### src/rtl/result_drain_ctrl_if.sv
// Result drain bundle: start/abort request, SRAM read port,
// host output stream and status. master = drain controller.
interface result_drain_ctrl_if #(
  parameter int ADDRESSSIZE    = 10,
  parameter int MATRIX_SIZE    = 8,
  parameter int PARTIAL_SUM_BW = 20,
  parameter int WORD_BW        = PARTIAL_SUM_BW * MATRIX_SIZE
);
  logic                   start;
  logic                   abort;
  logic [ADDRESSSIZE-1:0] base_addr;
  logic [ADDRESSSIZE:0]   num_words;
  logic                   sram_rd_en;
  logic [ADDRESSSIZE-1:0] sram_rd_addr;
  logic [WORD_BW-1:0]     sram_rd_data;
  logic                   out_valid;
  logic                   out_ready;
  logic [WORD_BW-1:0]     out_data;
  logic                   out_last;
  logic                   busy;
  logic                   done;

  modport master (
    input  start,
    input  abort,
    input  base_addr,
    input  num_words,
    input  sram_rd_data,
    input  out_ready,
    output sram_rd_en,
    output sram_rd_addr,
    output out_valid,
    output out_data,
    output out_last,
    output busy,
    output done
  );

  modport slave (
    output start,
    output abort,
    output base_addr,
    output num_words,
    output sram_rd_data,
    output out_ready,
    input  sram_rd_en,
    input  sram_rd_addr,
    input  out_valid,
    input  out_data,
    input  out_last,
    input  busy,
    input  done
  );
endinterface

### src/rtl/result_drain_ctrl.sv
// Result SRAM drain: reads num_words from base_addr and streams
// them to the host through a 2-entry skid buffer.
// Ports: clk, rst (sync, active-high), bus (master modport):
//   start/abort/base_addr/num_words request, sram_rd_* read port,
//   out_valid/out_ready/out_data/out_last stream, busy/done status.
module result_drain_ctrl #(
  parameter int ADDRESSSIZE    = 10,
  parameter int MATRIX_SIZE    = 8,
  parameter int PARTIAL_SUM_BW = 20,
  parameter int WORD_BW        = PARTIAL_SUM_BW * MATRIX_SIZE
) (
  input logic                 clk,
  input logic                 rst,
  result_drain_ctrl_if.master bus
);

  typedef enum logic [1:0] {
    S_IDLE,
    S_ACTIVE,
    S_FINISH
  } state_e;

  localparam int AW = ADDRESSSIZE;

  state_e          state_q, state_d;
  logic [AW-1:0]   base_q, base_d;
  logic [AW:0]     num_q, num_d;
  logic [AW:0]     issued_q, issued_d;
  logic [AW:0]     sent_q, sent_d;
  logic            inflight_q, inflight_d;
  logic [AW-1:0]   addr_q, addr_d;
  logic [1:0]      cnt_q, cnt_d;
  logic            wr_ptr_q, wr_ptr_d;
  logic            rd_ptr_q, rd_ptr_d;
  logic [WORD_BW-1:0] mem_q [2];

  logic          active;
  logic          valid;
  logic          pop;
  logic          push;
  logic          credit_ok;
  logic          rd_en;
  logic [AW-1:0] rd_addr;
  logic          last_hit;

  assign active = (state_q == S_ACTIVE);
  assign valid  = (cnt_q != 2'd0);
  assign pop    = valid & bus.out_ready;

  // Credit: words buffered plus the read in flight, less the
  // word leaving this cycle, must leave room for one more.
  assign credit_ok =
    ({1'b0, cnt_q} + {2'b00, inflight_q})
      < (3'd2 + {2'b00, pop});

  assign rd_en = active
               & (issued_q < num_q)
               & credit_ok
               & ~bus.abort;

  // Address wraps naturally at the SRAM size.
  assign rd_addr = base_q + issued_q[AW-1:0];

  // A return landing during abort is discarded with the buffer.
  assign push = inflight_q & active & ~bus.abort;

  assign last_hit = (sent_q == (num_q - 1'b1));

  assign bus.sram_rd_en   = rd_en;
  assign bus.sram_rd_addr = rd_en ? rd_addr : addr_q;
  assign bus.out_valid    = valid;
  assign bus.out_data     = mem_q[rd_ptr_q];
  assign bus.out_last     = valid & last_hit;
  assign bus.busy         = (state_q != S_IDLE);
  assign bus.done         = (state_q == S_FINISH);

  always_comb begin
    state_d    = state_q;
    base_d     = base_q;
    num_d      = num_q;
    issued_d   = issued_q;
    sent_d     = sent_q;
    inflight_d = rd_en;
    addr_d     = rd_en ? rd_addr : addr_q;
    cnt_d      = cnt_q;
    wr_ptr_d   = wr_ptr_q;
    rd_ptr_d   = rd_ptr_q;

    unique case (state_q)
      S_IDLE: begin
        if (bus.start) begin
          base_d   = bus.base_addr;
          num_d    = bus.num_words;
          issued_d = '0;
          sent_d   = '0;
          if (bus.num_words == '0)
            state_d = S_FINISH;
          else
            state_d = S_ACTIVE;
        end
      end
      S_ACTIVE: begin
        if (bus.abort) begin
          state_d    = S_IDLE;
          issued_d   = '0;
          sent_d     = '0;
          inflight_d = 1'b0;
          cnt_d      = 2'd0;
          wr_ptr_d   = 1'b0;
          rd_ptr_d   = 1'b0;
        end else begin
          if (rd_en)
            issued_d = issued_q + 1'b1;
          if (push)
            wr_ptr_d = ~wr_ptr_q;
          if (pop) begin
            rd_ptr_d = ~rd_ptr_q;
            sent_d   = sent_q + 1'b1;
          end
          cnt_d = cnt_q
                + {1'b0, push}
                - {1'b0, pop};
          if (pop && last_hit)
            state_d = S_FINISH;
        end
      end
      S_FINISH: begin
        state_d = S_IDLE;
      end
      default: begin
        state_d = S_IDLE;
      end
    endcase
  end

  always_ff @(posedge clk) begin
    if (rst) begin
      state_q    <= S_IDLE;
      base_q     <= '0;
      num_q      <= '0;
      issued_q   <= '0;
      sent_q     <= '0;
      inflight_q <= 1'b0;
      addr_q     <= '0;
      cnt_q      <= 2'd0;
      wr_ptr_q   <= 1'b0;
      rd_ptr_q   <= 1'b0;
    end else begin
      state_q    <= state_d;
      base_q     <= base_d;
      num_q      <= num_d;
      issued_q   <= issued_d;
      sent_q     <= sent_d;
      inflight_q <= inflight_d;
      addr_q     <= addr_d;
      cnt_q      <= cnt_d;
      wr_ptr_q   <= wr_ptr_d;
      rd_ptr_q   <= rd_ptr_d;
    end
  end

  // Entries are cleared on reset so out_data reads 0 afterwards.
  always_ff @(posedge clk) begin
    if (rst) begin
      mem_q[0] <= '0;
      mem_q[1] <= '0;
    end else if (push) begin
      mem_q[wr_ptr_q] <= bus.sram_rd_data;
    end
  end

endmodule

### src/flat_wrapper.sv
// flat-port wrapper written by rule: the top's interface ports become plain ports
module result_drain_ctrl_flat 
#(
  parameter int ADDRESSSIZE    = 10,
  parameter int MATRIX_SIZE    = 8,
  parameter int PARTIAL_SUM_BW = 20,
  parameter int WORD_BW        = PARTIAL_SUM_BW * MATRIX_SIZE
)
  (clk, rst, bus_start, bus_abort, bus_base_addr, bus_num_words, bus_sram_rd_data, bus_out_ready, bus_sram_rd_en, bus_sram_rd_addr, bus_out_valid, bus_out_data, bus_out_last, bus_busy, bus_done);
  result_drain_ctrl_if #(.ADDRESSSIZE(ADDRESSSIZE), .MATRIX_SIZE(MATRIX_SIZE), .PARTIAL_SUM_BW(PARTIAL_SUM_BW), .WORD_BW(WORD_BW)) bus_i ();
  input logic clk;
  input logic rst;
  input wire logic [$bits(bus_i.start)-1:0] bus_start;
  input wire logic [$bits(bus_i.abort)-1:0] bus_abort;
  input wire logic [$bits(bus_i.base_addr)-1:0] bus_base_addr;
  input wire logic [$bits(bus_i.num_words)-1:0] bus_num_words;
  input wire logic [$bits(bus_i.sram_rd_data)-1:0] bus_sram_rd_data;
  input wire logic [$bits(bus_i.out_ready)-1:0] bus_out_ready;
  output wire logic [$bits(bus_i.sram_rd_en)-1:0] bus_sram_rd_en;
  output wire logic [$bits(bus_i.sram_rd_addr)-1:0] bus_sram_rd_addr;
  output wire logic [$bits(bus_i.out_valid)-1:0] bus_out_valid;
  output wire logic [$bits(bus_i.out_data)-1:0] bus_out_data;
  output wire logic [$bits(bus_i.out_last)-1:0] bus_out_last;
  output wire logic [$bits(bus_i.busy)-1:0] bus_busy;
  output wire logic [$bits(bus_i.done)-1:0] bus_done;
  assign bus_i.start = bus_start;
  assign bus_i.abort = bus_abort;
  assign bus_i.base_addr = bus_base_addr;
  assign bus_i.num_words = bus_num_words;
  assign bus_i.sram_rd_data = bus_sram_rd_data;
  assign bus_i.out_ready = bus_out_ready;
  assign bus_sram_rd_en = bus_i.sram_rd_en;
  assign bus_sram_rd_addr = bus_i.sram_rd_addr;
  assign bus_out_valid = bus_i.out_valid;
  assign bus_out_data = bus_i.out_data;
  assign bus_out_last = bus_i.out_last;
  assign bus_busy = bus_i.busy;
  assign bus_done = bus_i.done;
  result_drain_ctrl #(.ADDRESSSIZE(ADDRESSSIZE), .MATRIX_SIZE(MATRIX_SIZE), .PARTIAL_SUM_BW(PARTIAL_SUM_BW), .WORD_BW(WORD_BW)) u_core (.clk(clk), .rst(rst), .bus(bus_i));
endmodule
### config.mk
export PLATFORM = sky130hd
export DESIGN_NAME = result_drain_ctrl_flat
export DESIGN_NICKNAME = d
export VERILOG_FILES = /design/src/rtl/result_drain_ctrl_if.sv /design/src/rtl/result_drain_ctrl.sv /design/src/flat_wrapper.sv
export SDC_FILE = /design/constraint.sdc
export NUM_CORES = 1
export LEC_CHECK = 0
export BUFFER_PORTS_ARGS = -buffer_cell sky130_fd_sc_hd__buf_4
export CAP_MARGIN = 5
export CORE_ASPECT_RATIO = 0.5
export CORE_MARGIN = 2
export CORE_UTILIZATION = 24
export DETAILED_ROUTE_END_ITERATION = 12
export GPL_TIMING_DRIVEN = 0
export PLACE_DENSITY_LB_ADDON = 0.05
export SLEW_MARGIN = 10
export SYNTH_ARGS = -nofsm -noshare
export SYNTH_HDL_FRONTEND = slang
export SYNTH_SLANG_ARGS = --single-unit
### constraint.sdc
create_clock -name clk -period 4.71 [get_ports clk]
set_input_delay 0 -clock clk [delete_from_list [all_inputs] [get_ports clk]]
set_output_delay 0 -clock clk [all_outputs]
set_load 0.02 [all_outputs]
==> results.md <==
- Number of synthesis warnings: 0
- DRT iter0 DRCs: between 400 and 500
- Vias/cell: 4.08
- Most frequent cells in the layout: buf_4, and2_1, edfxtp_1
- Worst path bufs/invs: 2
- Routability cong.: 0.769
- Most common cell after layout, fill and taps aside: buf_4
- Total global routing overflow: 0
- Max VDD drop: roughly 160 uV
- Post-Syn Area: 17200 sq um
- Final hold viol count: 0
- WL final: around 51 mm
- Slowest stage delay, CP: 0.72 ns
- Count of different cell masters after synthesis: 55
- Final HPWL DP: 35.6 mm
- Ys flop type: edfxtp_1
- Non-filler cells, final: 2891
- Clock tree sinks: 381
- Post-route DRC: 0
- Initial core utilization: 0.242
- CP Data Arrival Time: 3.92 ns
- Cell Chain, Critical Path: nand2b_1 > nor2_2 > nand2_1 > nor3b_2 > buf_2 > or2_4 > buf_16
- Clk buf depth: 3
- CTS tree: built
- Cell family with most CP delay: simple AND/OR/NAND/NOR gates
- Maxcap violations: 0
- First-pass GRT wire length: 77.1 mm
- Metal1 wirelength: 19.3 mm
- EDFF count, synth: 320
- Number of cell rows: 69
- Crit path capture type: flop
- Worst slew margin: 0.346
- Vias in the first global route: 13100
- Post-CTS Setup Inserts: 0
- WL per Instance: 17.5 um
- Die height: slightly below 200 um
- Finished Core Util: 0.345
- Post-synth net total: 1517
- GRT Total Usage: 0.137
- Via count: 11800
- Max Slew Vio Count: 0
- Root Buffer: clkbuf_16
- Seq/Total Area, Yosys: 0.630
- Actual slew at the worst max-slew pin: between 0.9 and 1 ns
- Final Critical Period: between 3 and 4 ns
- Dpl cells: 2627
- Period utilization: 0.784
- Core Region: 71000 sq um
- H-tree levels: 2
- FF+latch count, synth: 381
- Routed Antenna Nets: 0
- Largest net degree at the start of global routing: between 50 and 60
- Cell Pwr Density: 323 nW/um^2
- TritonCTS Buffers: 42
- HP Class: in -> reg
- Die Wd: approximately 380 um
- WS Path Type: reg -> reg
- FFs w/ async S/R, synth: 0
- LEAKAGE: 9.74 nW
- Startpoint Class: flop
- CP max-delay cell: nor3b_2
- I/O Buffers: 359
- NumNets Final: approximately 2100
- Initial antenna violation count: 2
- Met3 wire len: 1.69 mm
- Syn Area/Cell: 13.2 sq um
- F_max: between 0.2 and 0.3 GHz
- Area grow syn2layout: 42.4%
- # setup viols final: 0
- Unrepaired setup endpoints after global routing: false
- DR pass1 iterations: 4
- Die area: 74000 sq um
- Clock latency on the worst-skew pair: between 0.5 and 0.6 ns
- Outcome: complete, no violations
- Met2 wire len: 28.5 mm
- Worst-path fanout max: 50
- Skew final: 0.0222 ns
- Critical path data required time: 4.93 ns
- Clock slew at reported path FFs: 0.06 ns
- Mapped Cells: 1304
- Share of cells above drive strength 1: 0.316
- Power Total: 7.92 mW
- I/O Pins: 361
- Top Layer Used: met4
## cells in the mapped netlist (all sizes together), types with 4 or more instances
cell type  instances  area [sq um]
nand3              9          45.0
nor2b             10          62.6
a211oi             6          50.1
xor2              19           166
nand4              8          50.1
dfxtp             61          1220
and2             323          2020
nand2             78           293
o21ai             20           104
xnor2             19           166
edfxtp           320          9610
nor4               4          25.0
ha                26           325
a21oi             39           195
nor2              41           156
and3               5          31.3
or3                6          37.5
clkbuf            66           248
buf                7          46.3
nor3              15           100
inv               20          75.1
mux2             161          1810
or2                4          25.0
## what timing repair did
action / in CTS / in global routing
gates resized for setup: 0 / 0
hold buffers: 187 / 0
endpoints found under the hold margin: 353 / 0
## final timing paths
check / from / endpoint / slack [ns] / cells after the start
worst max-delay path: u_core.state_q[1] / u_core.mem_q[1][133] / 1.02 / 7
worst min-delay path: bus_out_ready / u_core.state_q[0] / 0.07 / 6
worst max register to register: u_core.state_q[1] / u_core.mem_q[1][133] / 1.02 / 7
worst min register to register: u_core.addr_q[6] / u_core.addr_q[6] / 0.47 / 2
## registers in the layout, indices dropped and copies added, names as in the netlist, named ones only
| name | flops |
|---|---|
| u_core.num_q | 11 |
| u_core.inflight_q | 1 |
| u_core.wr_ptr_q | 1 |
| u_core.rd_ptr_q | 1 |
| u_core.sent_q | 11 |
| u_core.cnt_q | 2 |
| u_core.base_q | 10 |
| u_core.addr_q | 10 |
| u_core.state_q | 2 |
| u_core.mem_q | 320 |
| u_core.issued_q | 11 |
## metal layers
metal | up-vias | global-route usage
li1 | 5784 | -
met1 | 5815 | 0.147
met2 | 137 | 0.272
met3 | 66 | 0.0261
met4 | 0 | 0.0322
met5 | - | 0
## kinds of logic after synthesis
kind of cell / synth area share
buffers and inverters: 0.0215
AOI/OAI and AO/OA: 0.0307
and+or+nand+nor: 0.172
DFF: 0.630
adders and majority gates: 0.0201
xor gates and xnor gates: 0.0193
muxes: 0.107
## where the power goes
group | switching, mW | total, mW | internal (mW)
Clock | 1.43 | 3.40 | 1.96
Combinational | 0.355 | 0.733 | 0.378
Sequential | 0.0362 | 3.79 | 3.75
## final cells by class
| type | instances | area (sq um) |
|---|---|---|
| Tap cell | 958 | 1200 |
| Fill cell | 7143 | 46500 |
| Inverter | 20 | 75.1 |
| Clock buffer | 54 | 1130 |
| Timing Repair Buffer | 552 | 4720 |
| Clock inverter | 22 | 231 |
| Antenna cell | 1 | 2.50 |
| Sequential cell | 381 | 10800 |
| Buffer | 73 | 294 |
| Multi-Input combinational cell | 830 | 6010 |
## worst register-to-register path: stages (launching register included)
cell and delay [ns]:
dfxtp_1 0.36, nand2b_1 0.22, nor2_2 0.25, nand2_1 0.19
nor3b_2 0.72, buf_2 0.56, or2_4 0.63, buf_16 0.34
## through the flow
stage | hold WS, ns | instance area, sq um | setup TNS (ns) | setup slack, ns
2_1_floorplan | 0.136 | 17200 | 0 | 0.901
3_3_place_gp | 0.258 | 21100 | -366.12 | -1.87
3_5_place_dp | 0.266 | 21300 | 0 | 0.824
4_1_cts | 0.0236 | 24500 | 0 | 0.810
5_1_grt | 0.100 | 24500 | 0 | 0.719
6_report | 0.0692 | 24500 | 0 | 1.02
No activity file was read; power rests on OpenSTA's default activity.
